[src/rtl/ofmap_requant_if.sv]
// rtl/ofmap_requant_if.sv - cfg, ofmap and output handshake bundle for ofmap_requant
interface ofmap_requant_if #(
    parameter int IN_WID  = 32,
    parameter int OUT_WID = 16,
    parameter int CNT_WID = 32
);
    logic [CNT_WID+7:0] cfg_dat;
    logic               cfg_vld;
    logic               cfg_rdy;
    logic [IN_WID-1:0]  ofmap_dat;
    logic               ofmap_vld;
    logic               ofmap_rdy;
    logic [OUT_WID-1:0] out_dat;
    logic               out_vld;
    logic               out_rdy;
    logic               layer_done;
    logic               busy;

    modport master (
        output cfg_dat, cfg_vld, ofmap_dat, ofmap_vld, out_rdy,
        input  cfg_rdy, ofmap_rdy, out_dat, out_vld, layer_done, busy
    );

    modport slave (
        input  cfg_dat, cfg_vld, ofmap_dat, ofmap_vld, out_rdy,
        output cfg_rdy, ofmap_rdy, out_dat, out_vld, layer_done, busy
    );
endinterface

[src/rtl/ofmap_requant.sv]
// rtl/ofmap_requant.sv - ReLU, rounding shift and 16-bit saturation of the ofmap stream with output FIFO
module ofmap_requant #(
    parameter int IN_WID     = 32,
    parameter int OUT_WID    = 16,
    parameter int FIFO_DEPTH = 4,
    parameter int CNT_WID    = 32
) (
    input  logic             clk,
    input  logic             rst_n,
    ofmap_requant_if.slave   bus
);
    localparam int PTR_W = $clog2(FIFO_DEPTH);

    localparam logic signed [IN_WID:0] SAT_HI = {{(IN_WID-OUT_WID+2){1'b0}}, {(OUT_WID-1){1'b1}}};
    localparam logic signed [IN_WID:0] SAT_LO = {{(IN_WID-OUT_WID+2){1'b1}}, {(OUT_WID-1){1'b0}}};

    typedef enum logic [1:0] {IDLE, RUN, DRAIN, DONE} state_t;

    state_t state, state_nxt;

    logic [CNT_WID-1:0] count_q;
    logic               relu_q;
    logic [4:0]         shift_q;
    logic [CNT_WID-1:0] in_cnt, out_cnt;
    logic [CNT_WID-1:0] in_cnt_inc, out_cnt_inc;

    logic [PTR_W:0]     wr_ptr, rd_ptr;
    logic [OUT_WID-1:0] mem [FIFO_DEPTH];
    logic               fifo_full, fifo_empty;

    logic               cfg_hs, push, pop;
    logic [CNT_WID-1:0] cfg_count;
    logic [1:0]         cfg_unused;

    logic signed [IN_WID-1:0] x_s, r_s;
    logic signed [IN_WID:0]   r_ext, rnd, sum, shd;
    logic [OUT_WID-1:0]       q_dat;

    assign cfg_count  = bus.cfg_dat[CNT_WID+7:8];
    assign cfg_unused = bus.cfg_dat[6:5];

    // Pointers carry one extra wrap bit so full and empty are distinguishable.
    assign fifo_empty = (wr_ptr == rd_ptr);
    assign fifo_full  = (wr_ptr[PTR_W] != rd_ptr[PTR_W]) &&
                        (wr_ptr[PTR_W-1:0] == rd_ptr[PTR_W-1:0]);

    assign in_cnt_inc  = in_cnt + 1'b1;
    assign out_cnt_inc = out_cnt + 1'b1;

    assign cfg_hs = bus.cfg_vld && bus.cfg_rdy;
    assign push   = bus.ofmap_vld && bus.ofmap_rdy;
    assign pop    = bus.out_vld && bus.out_rdy;

    assign bus.out_vld = !fifo_empty;
    assign bus.out_dat = fifo_empty ? '0 : mem[rd_ptr[PTR_W-1:0]];

    // Requantize the incoming word: optional ReLU, round-half-up arithmetic shift, saturate.
    always_comb begin
        x_s   = signed'(bus.ofmap_dat);
        r_s   = (relu_q && x_s < 0) ? '0 : x_s;
        r_ext = {r_s[IN_WID-1], r_s};
        rnd   = (shift_q != 5'd0) ? ((IN_WID+1)'(1) << (shift_q - 5'd1)) : '0;
        sum   = r_ext + rnd;
        shd   = sum >>> shift_q;
        if (shd > SAT_HI) begin
            q_dat = SAT_HI[OUT_WID-1:0];
        end else if (shd < SAT_LO) begin
            q_dat = SAT_LO[OUT_WID-1:0];
        end else begin
            q_dat = shd[OUT_WID-1:0];
        end
    end

    // State register.
    always_ff @(posedge clk or negedge rst_n) begin
        if (!rst_n) begin
            state <= IDLE;
        end else begin
            state <= state_nxt;
        end
    end

    // Next state and handshake outputs; ofmap_rdy depends only on registered state.
    always_comb begin
        state_nxt      = state;
        bus.cfg_rdy    = 1'b0;
        bus.ofmap_rdy  = 1'b0;
        bus.layer_done = 1'b0;
        bus.busy       = 1'b1;
        case (state)
            IDLE: begin
                bus.cfg_rdy = 1'b1;
                bus.busy    = 1'b0;
                if (bus.cfg_vld) begin
                    state_nxt = (cfg_count != '0) ? RUN : DONE;
                end
            end
            RUN: begin
                bus.ofmap_rdy = !fifo_full && (in_cnt < count_q);
                if (push && (in_cnt_inc == count_q)) begin
                    state_nxt = DRAIN;
                end
            end
            DRAIN: begin
                if (pop && (out_cnt_inc == count_q)) begin
                    state_nxt = DONE;
                end
            end
            DONE: begin
                bus.layer_done = 1'b1;
                state_nxt      = IDLE;
            end
            default: state_nxt = IDLE;
        endcase
    end

    // Latched layer configuration and per-layer word counters.
    always_ff @(posedge clk or negedge rst_n) begin
        if (!rst_n) begin
            count_q <= '0;
            relu_q  <= 1'b0;
            shift_q <= '0;
            in_cnt  <= '0;
            out_cnt <= '0;
        end else if (cfg_hs) begin
            count_q <= cfg_count;
            relu_q  <= bus.cfg_dat[7];
            shift_q <= bus.cfg_dat[4:0];
            in_cnt  <= '0;
            out_cnt <= '0;
        end else begin
            if (push) begin
                in_cnt <= in_cnt_inc;
            end
            if (pop) begin
                out_cnt <= out_cnt_inc;
            end
        end
    end

    // FIFO pointers; reset empties the FIFO and drops any partial layer.
    always_ff @(posedge clk or negedge rst_n) begin
        if (!rst_n) begin
            wr_ptr <= '0;
            rd_ptr <= '0;
        end else begin
            if (push) begin
                wr_ptr <= wr_ptr + 1'b1;
            end
            if (pop) begin
                rd_ptr <= rd_ptr + 1'b1;
            end
        end
    end

    // FIFO storage; contents are only visible while the FIFO is non-empty.
    always_ff @(posedge clk) begin
        if (push) begin
            mem[wr_ptr[PTR_W-1:0]] <= q_dat;
        end
    end
endmodule

[src/flat_wrapper.sv]
// flat-port wrapper written by rule: the top's interface ports become plain ports
module ofmap_requant_flat 
#(
    parameter int IN_WID     = 32,
    parameter int OUT_WID    = 16,
    parameter int FIFO_DEPTH = 4,
    parameter int CNT_WID    = 32
)
  (clk, rst_n, bus_cfg_dat, bus_cfg_vld, bus_ofmap_dat, bus_ofmap_vld, bus_out_rdy, bus_cfg_rdy, bus_ofmap_rdy, bus_out_dat, bus_out_vld, bus_layer_done, bus_busy);
  ofmap_requant_if #(.IN_WID(IN_WID), .OUT_WID(OUT_WID), .CNT_WID(CNT_WID)) bus_i ();
  input  logic clk;
  input  logic rst_n;
  input wire logic [$bits(bus_i.cfg_dat)-1:0] bus_cfg_dat;
  input wire logic [$bits(bus_i.cfg_vld)-1:0] bus_cfg_vld;
  input wire logic [$bits(bus_i.ofmap_dat)-1:0] bus_ofmap_dat;
  input wire logic [$bits(bus_i.ofmap_vld)-1:0] bus_ofmap_vld;
  input wire logic [$bits(bus_i.out_rdy)-1:0] bus_out_rdy;
  output wire logic [$bits(bus_i.cfg_rdy)-1:0] bus_cfg_rdy;
  output wire logic [$bits(bus_i.ofmap_rdy)-1:0] bus_ofmap_rdy;
  output wire logic [$bits(bus_i.out_dat)-1:0] bus_out_dat;
  output wire logic [$bits(bus_i.out_vld)-1:0] bus_out_vld;
  output wire logic [$bits(bus_i.layer_done)-1:0] bus_layer_done;
  output wire logic [$bits(bus_i.busy)-1:0] bus_busy;
  assign bus_i.cfg_dat = bus_cfg_dat;
  assign bus_i.cfg_vld = bus_cfg_vld;
  assign bus_i.ofmap_dat = bus_ofmap_dat;
  assign bus_i.ofmap_vld = bus_ofmap_vld;
  assign bus_i.out_rdy = bus_out_rdy;
  assign bus_cfg_rdy = bus_i.cfg_rdy;
  assign bus_ofmap_rdy = bus_i.ofmap_rdy;
  assign bus_out_dat = bus_i.out_dat;
  assign bus_out_vld = bus_i.out_vld;
  assign bus_layer_done = bus_i.layer_done;
  assign bus_busy = bus_i.busy;
  ofmap_requant #(.IN_WID(IN_WID), .OUT_WID(OUT_WID), .FIFO_DEPTH(FIFO_DEPTH), .CNT_WID(CNT_WID)) u_core (.clk(clk), .rst_n(rst_n), .bus(bus_i));
endmodule
[config.mk]
export PLATFORM = sky130hd
export DESIGN_NAME = ofmap_requant_flat
export DESIGN_NICKNAME = d
export VERILOG_FILES = /design/src/rtl/ofmap_requant_if.sv /design/src/rtl/ofmap_requant.sv /design/src/flat_wrapper.sv
export SDC_FILE = /design/constraint.sdc
export NUM_CORES = 1
export LEC_CHECK = 0
export ABC_AREA = 1
export BUFFER_PORTS_ARGS = -buffer_cell sky130_fd_sc_hd__clkbuf_2
export CAP_MARGIN = 20
export CELL_PAD_IN_SITES_DETAIL_PLACEMENT = 0
export CELL_PAD_IN_SITES_GLOBAL_PLACEMENT = 1
export CORE_MARGIN = 2
export CORE_UTILIZATION = 39
export DETAILED_ROUTE_END_ITERATION = 16
export GPL_TIMING_DRIVEN = 0
export HOLD_SLACK_MARGIN = 0.1
export PLACE_DENSITY_LB_ADDON = 0.25
export SYNTH_ARGS = -nofsm -noshare
export SYNTH_HDL_FRONTEND = slang
export SYNTH_SLANG_ARGS = --single-unit
[constraint.sdc]
create_clock -name clk -period 12.58 [get_ports clk]
set_input_delay 2.516 -clock clk [delete_from_list [all_inputs] [get_ports clk]]
set_output_delay 2.516 -clock clk [all_outputs]
set_load 0.05 [all_outputs]
# == Yosys cells after proc, flatten, opt, wreduce, memory -nomap -nowiden ==
# Memory sizes are Yosys's and may differ from the RTL's.
# Cells that the tools add are included.
# W data, S select, Z words.
# classes
magnitude_cmp,4
addsub,6
n_mux,20
eq_ne,11
shift,2
n_reduce_logical,16
# op_table
cell,count
$mux W32,5
$add A32 B1 Y32 const B,2
$eq A32 B32 Y1,2
$mux W16,3
$add A32 B33 Y33,1
$gt A33 B16 Y1 const B,1
$lt A33 B16 Y1 const B,1
$mux W33,1
$shl A1 B5 Y33 const A,1
$sshr A33 B5 Y33,1
$lt A32 B1 Y1 const B,1
$lt A32 B32 Y1,1
$reduce_bool A32 Y1,1
$logic_and A1 B1 Y1,8
$mux W2,4
$pmux W2 S4,1
$add A3 B1 Y3 const B,2
$mux W1,6
$reduce_bool A5 Y1,1
$sub A5 B1 Y5 const B,1
$eq A2 B2 Y1 const B,2
$ne A2 B1 Y1 const B,2
$reduce_bool A2 Y1,2
$eq A3 B3 Y1,1
7 further kinds,8
# totals
input_bits,77
elab_cells,68
ramBits,64
regBits,110
mem_count,1
# memory_table
name,words,word_bits,rd,rd_ports_with_merged_regs,write_ports,line,text
u_core.mem,4,16,1,0,1,ofmap_requant.sv:28,logic [OUT_WID-1:0] mem [FIFO_DEPTH];

# == Longest topological paths before layout ==
# depth
word_depth,9
depth_mapped,41
depth_no_buf,39

# == Least setup slack after synthesis ==
# No wires, ideal clock.
# synth_timing
kind,input-to-reg
from,in bus_ofmap_dat[31]
to,"mem u_core.mem[0][10], data pin"
stages,32
path_slack_ns,6.796
arrival_time_ns,5.523
cell_sequence,nand2_1 inv_1 clkbuf_1 nor2_1 ha_1 inv_1 fa_1 inv_1 nand3_1 nand2_2 nand2_2 nand2_2 nand2_1 nand2_2 nand2_2 nand2_2 nand2_2 nand2_4 inv_6 nand2_2 nand3_2 nand2_2 nand2_2 nand3_2 nand3_1 nor2_2 nand3_1 nor2_1 nand2_1 nand3_2 buf_6 nand2_2
# synth_between
elab_chain_len,8
word_cells_on_any_way,9
classes_between,add/sub: 1; order compare: 3; shift: 1; mux: 3; reduce/logical: 1
# synth_lines
item,line,text
start: declaration,flat_wrapper.sv:15,input wire logic [$bits(bus_i.ofmap_dat)-1:0] bus_ofmap_dat;
$lt A32 B1 Y1,ofmap_requant.sv:60,r_s = (relu_q && x_s < 0) ? '0 : x_s;
$logic_and A1 B1 Y1,ofmap_requant.sv:60,
$mux W32 (*),ofmap_requant.sv:60,
$add A32 B33 Y33 (*),ofmap_requant.sv:63,sum = r_ext + rnd;
$sshr A33 B5 Y33 (*),ofmap_requant.sv:64,shd = sum >>> shift_q;
$lt A33 B16 Y1,ofmap_requant.sv:67,end else if (shd < SAT_LO) begin
$mux W16,ofmap_requant.sv:67,
$mux W16 (*),ofmap_requant.sv:65,if (shd > SAT_HI) begin
named net u_core.q_dat[10],ofmap_requant.sv:37,logic [OUT_WID-1:0] q_dat;
end: declaration,ofmap_requant.sv:28,
# The timed path passes the listed nets; every way through them passes the cells marked *.

# == Worst setup path in the final report ==
# layout_timing
from,in bus_ofmap_dat[31]
to,"mem u_core.mem[0][5], data pin"
# The elaborated chain is that of the path after synthesis.

==> summary.md <==
| Metric | Value |
|---|---|
| HP Class | `reg -> reg` |
| Area delta synth->final | `11.2%` |
| Top cells by area, synth | `dfrtp_1 17%, nand2_1 16%, edfxtp_1 12%` |
| Initial Utilization | `39.6%` |
| M3 GR Usage | `~2.6%` |
| Row count | `73` |
| Count leader, synth | `nand2_1` |
| R2r setup slk | `6970 ps` |
| Die area | `0.0420 mm^2` |
| Clock tree from TritonCTS | `done` |
| Clock Sinks | `174` |
| Vias in the first global route | `roughly 15,000` |
| Post-DP HPWL | `43,400 um` |
| Slew @ Worst Pin | `961 ps` |
| Critical Path End Type | `flip-flop` |
| Die Height | `205 um` |
| Post-Layout Cell Count | `3,056` |
| Crit-path max cell delay | `400 ps` |
| Final Skew | `14.2 ps` |
| Fin crit share | `50.8%` |
| CP max-delay cell | `fa_1` |
| Remaining antenna violation count | `0` |
| PwrDens | `229 mW/mm^2` |
| Initial antenna violation count | `0` |
| Maximum root-to-sink buffer count | `2` |
| Remaining Overflow, GRT | `0` |
| GPL Wtd Cong | `approximately 0.93` |
| CP dominant cell by count | `nand2_2` |
| Maximum VDD drop | `around 0.084 mV` |
| Synth Flop Type | `dfrtp_1` |
| Fin nets | `2,671` |
| Ys Warns | `0` |
| Initial DRC Count | `914` |
| Seq/Total Area, Yosys | `between 20 and 30%` |
| Drt pass-1 iters | `5` |
| Unique cell type count in the Yosys netlist | `47` |
| Post-synth top area share | `17.5%` |
| Fin Hold WS | `497 ps` |
| First-pass GRT wire length | `82,700 um` |
| CP Launch Point | `bus_ofmap_dat[31]` |
| Setup TNS | `0 ps` |
| Largest net degree at the start of global routing | `between 60 and 70` |
| Diode count | `0` |
| Worst-Skew Late Latency | `450 ps` |
| Leak | `8.55 nW` |
| Reg2reg start | `u_core.shift_q[0]` |
| Vias per std cell | `between 5 and 6` |
| Largest delay share family, worst path | `simple AND/OR/NAND/NOR gates` |
| DP Cell Count | `3,023` |
| Clock-pin slew on the worst setup and hold paths | `70 ps` |
| Post-synth top cells | `661 x nand2_1, 351 x inv_1, 321 x nand3_1` |
| Count of cells resized by post-cts repair | `0` |
| Mapped cell area | `between 0.015 and 0.02 mm^2` |
| Final WL | `about 52,000 um` |
| Hold violation count in the final report | `0` |
| Drt drc | `0` |
| Status | `finished clean` |
| Post-CTS Setup Inserts | `0` |
| Syn_nets | `2,554` |
| CP arrival | `6570 ps` |
| Fin. max-slew vios | `0` |
| R2R Path End | `u_core.mem[0][5]` |
| Clk Tree Root Cell | `clkbuf_16` |
| Cells after Synth | `2,401` |
| Busiest grt layer | `met2` |
| Core outline area | `slightly below 0.04 mm^2` |
| Count of state elements after synthesis | `174` |
| Ratio of cells with drive above 1 in the final layout | `a little under a tenth` |
| Setup-failing EPs final | `0` |
| Number of primary I/O pins | `a little under 100` |
| CP Launch Type | `input port` |
| RSZ-0062 raised after global routing | `no` |
| Worst path bufs/invs | `9` |
| Largest area contributor in the netlist | `dfrtp_1` |
| Minimum clock period | `6390 ps` |
| GR Util met2 | `45.0%` |
| CP Max Fanout | `10` |
| Die X | `205 um` |
| Grt met1 use | `32.1%` |
| Max cap viols | `0` |
| Syn_area_per_cell | `6.55 um^2` |
| Worst endpoint required time | `12,770 ps` |
| H-tree Lvls | `4` |
| Port-buffer cells | `between 90 and 100` |
| WL/cell | `17.1 um` |
| Critical path endpoint | `u_core.mem[0][5]` |
| CTS Hold Bufs | `0` |
| Fmax | `~160 MHz` |
| GRT Overall Usage | `25.5%` |
| Slew HR | `35.9%` |
| WP depth | `33` |
| Num CTS Buffers | `17` |
| Worst R2R Path Depth | `36` |
| Async SR Flop Fraction | `63.2%` |
| Post-synth EDFFs | `64` |
| Via Count | `15,700` |
| WS Path Type | `in -> reg` |
-- stage by stage --
step	cell area [um^2]	utilization (%)	worst slack [ps]	power [mW]
after floorplan	15700	-	6800	2.71
after global placement	16900	42.4	5720	3.47
after detailed placement	16900	42.6	5710	3.49
after CTS	17500	44.0	6190	4.00
after global routing	17500	44.0	5740	4.35
final	17500	44.0	6190	4.01
-- final cells by class --
cell class | count | area, um^2
fill | 4270 | 22200
multi-input combinational | 1786 | 9340
sequential | 174 | 4670
inverter | 361 | 1360
tap | 525 | 657
timing repair buffer | 98 | 538
clock buffer | 19 | 433
buffer | 80 | 370
clock inverter | 13 | 116
-- power breakdown --
group          internal, mW  switching (mW)
clock                 0.272           0.230
combinational         0.764            1.93
sequential            0.737          0.0733
-- flip-flops by register name (all words and copies together), names as in the netlist --
register and cells:
u_core.rd_ptr 3, u_core.wr_ptr 3, u_core.in_cnt 32, u_core.count_q 32
u_core.shift_q 5, u_core.mem 64, u_core.state 2, u_core.out_cnt 32
u_core.relu_q 1
-- cells by family (layout without fill, tap and decap cells) --
group                    after synthesis  count (layout)  synth area share (%)
AND/OR/NAND/NOR                     1380            1380                  38.6
buffers and inverters                441             571                  11.0
AO/OA/AOI/OAI                        203             203                  7.52
flip-flops                           174             174                  29.7
XOR/XNOR                             126             126                  7.02
adder cells (fa/ha/maj)               76              76                  6.09
other                                  1               1                0.0238
-- placed cells by master (no fill, tap or decap), types with 16 or more instances in the layout --
cell type	count
nand2_1	661
inv_1	351
nand3_1	321
nor2_1	229
xor2_1	115
dfrtp_1	110
clkbuf_2	94
o21ai_0	92
ha_1	75
edfxtp_1	64
clkbuf_1	49
o22ai_1	45
nand4_1	35
nand2_2	33
a21oi_1	32
nor3_1	29
nor4_1	19
nand3_2	17
clkbuf_16	17
o32ai_1	16
-- metal layers --
layer | part of all wire (%) | vias up
met5 | 0 | -
met4 | 3.0 | 0
met3 | 4.2 | 84
met2 | 49 | 402
met1 | 44 | 7243
li1 | - | 7978
-- worst min-delay path by stage --
stage / start / end / slack (ps) / depth (start not counted)
after floorplan: u_core.wr_ptr[2] / u_core.wr_ptr[2] / 460 / 1
after global placement: u_core.rd_ptr[2] / u_core.rd_ptr[2] / 480 / 1
after detailed placement: u_core.wr_ptr[2] / u_core.wr_ptr[2] / 480 / 1
after CTS: u_core.wr_ptr[2] / u_core.wr_ptr[2] / 500 / 1
after global routing: u_core.rd_ptr[2] / u_core.rd_ptr[2] / 530 / 1
final: u_core.wr_ptr[2] / u_core.wr_ptr[2] / 500 / 1
No activity file was read; power rests on OpenSTA's default activity.
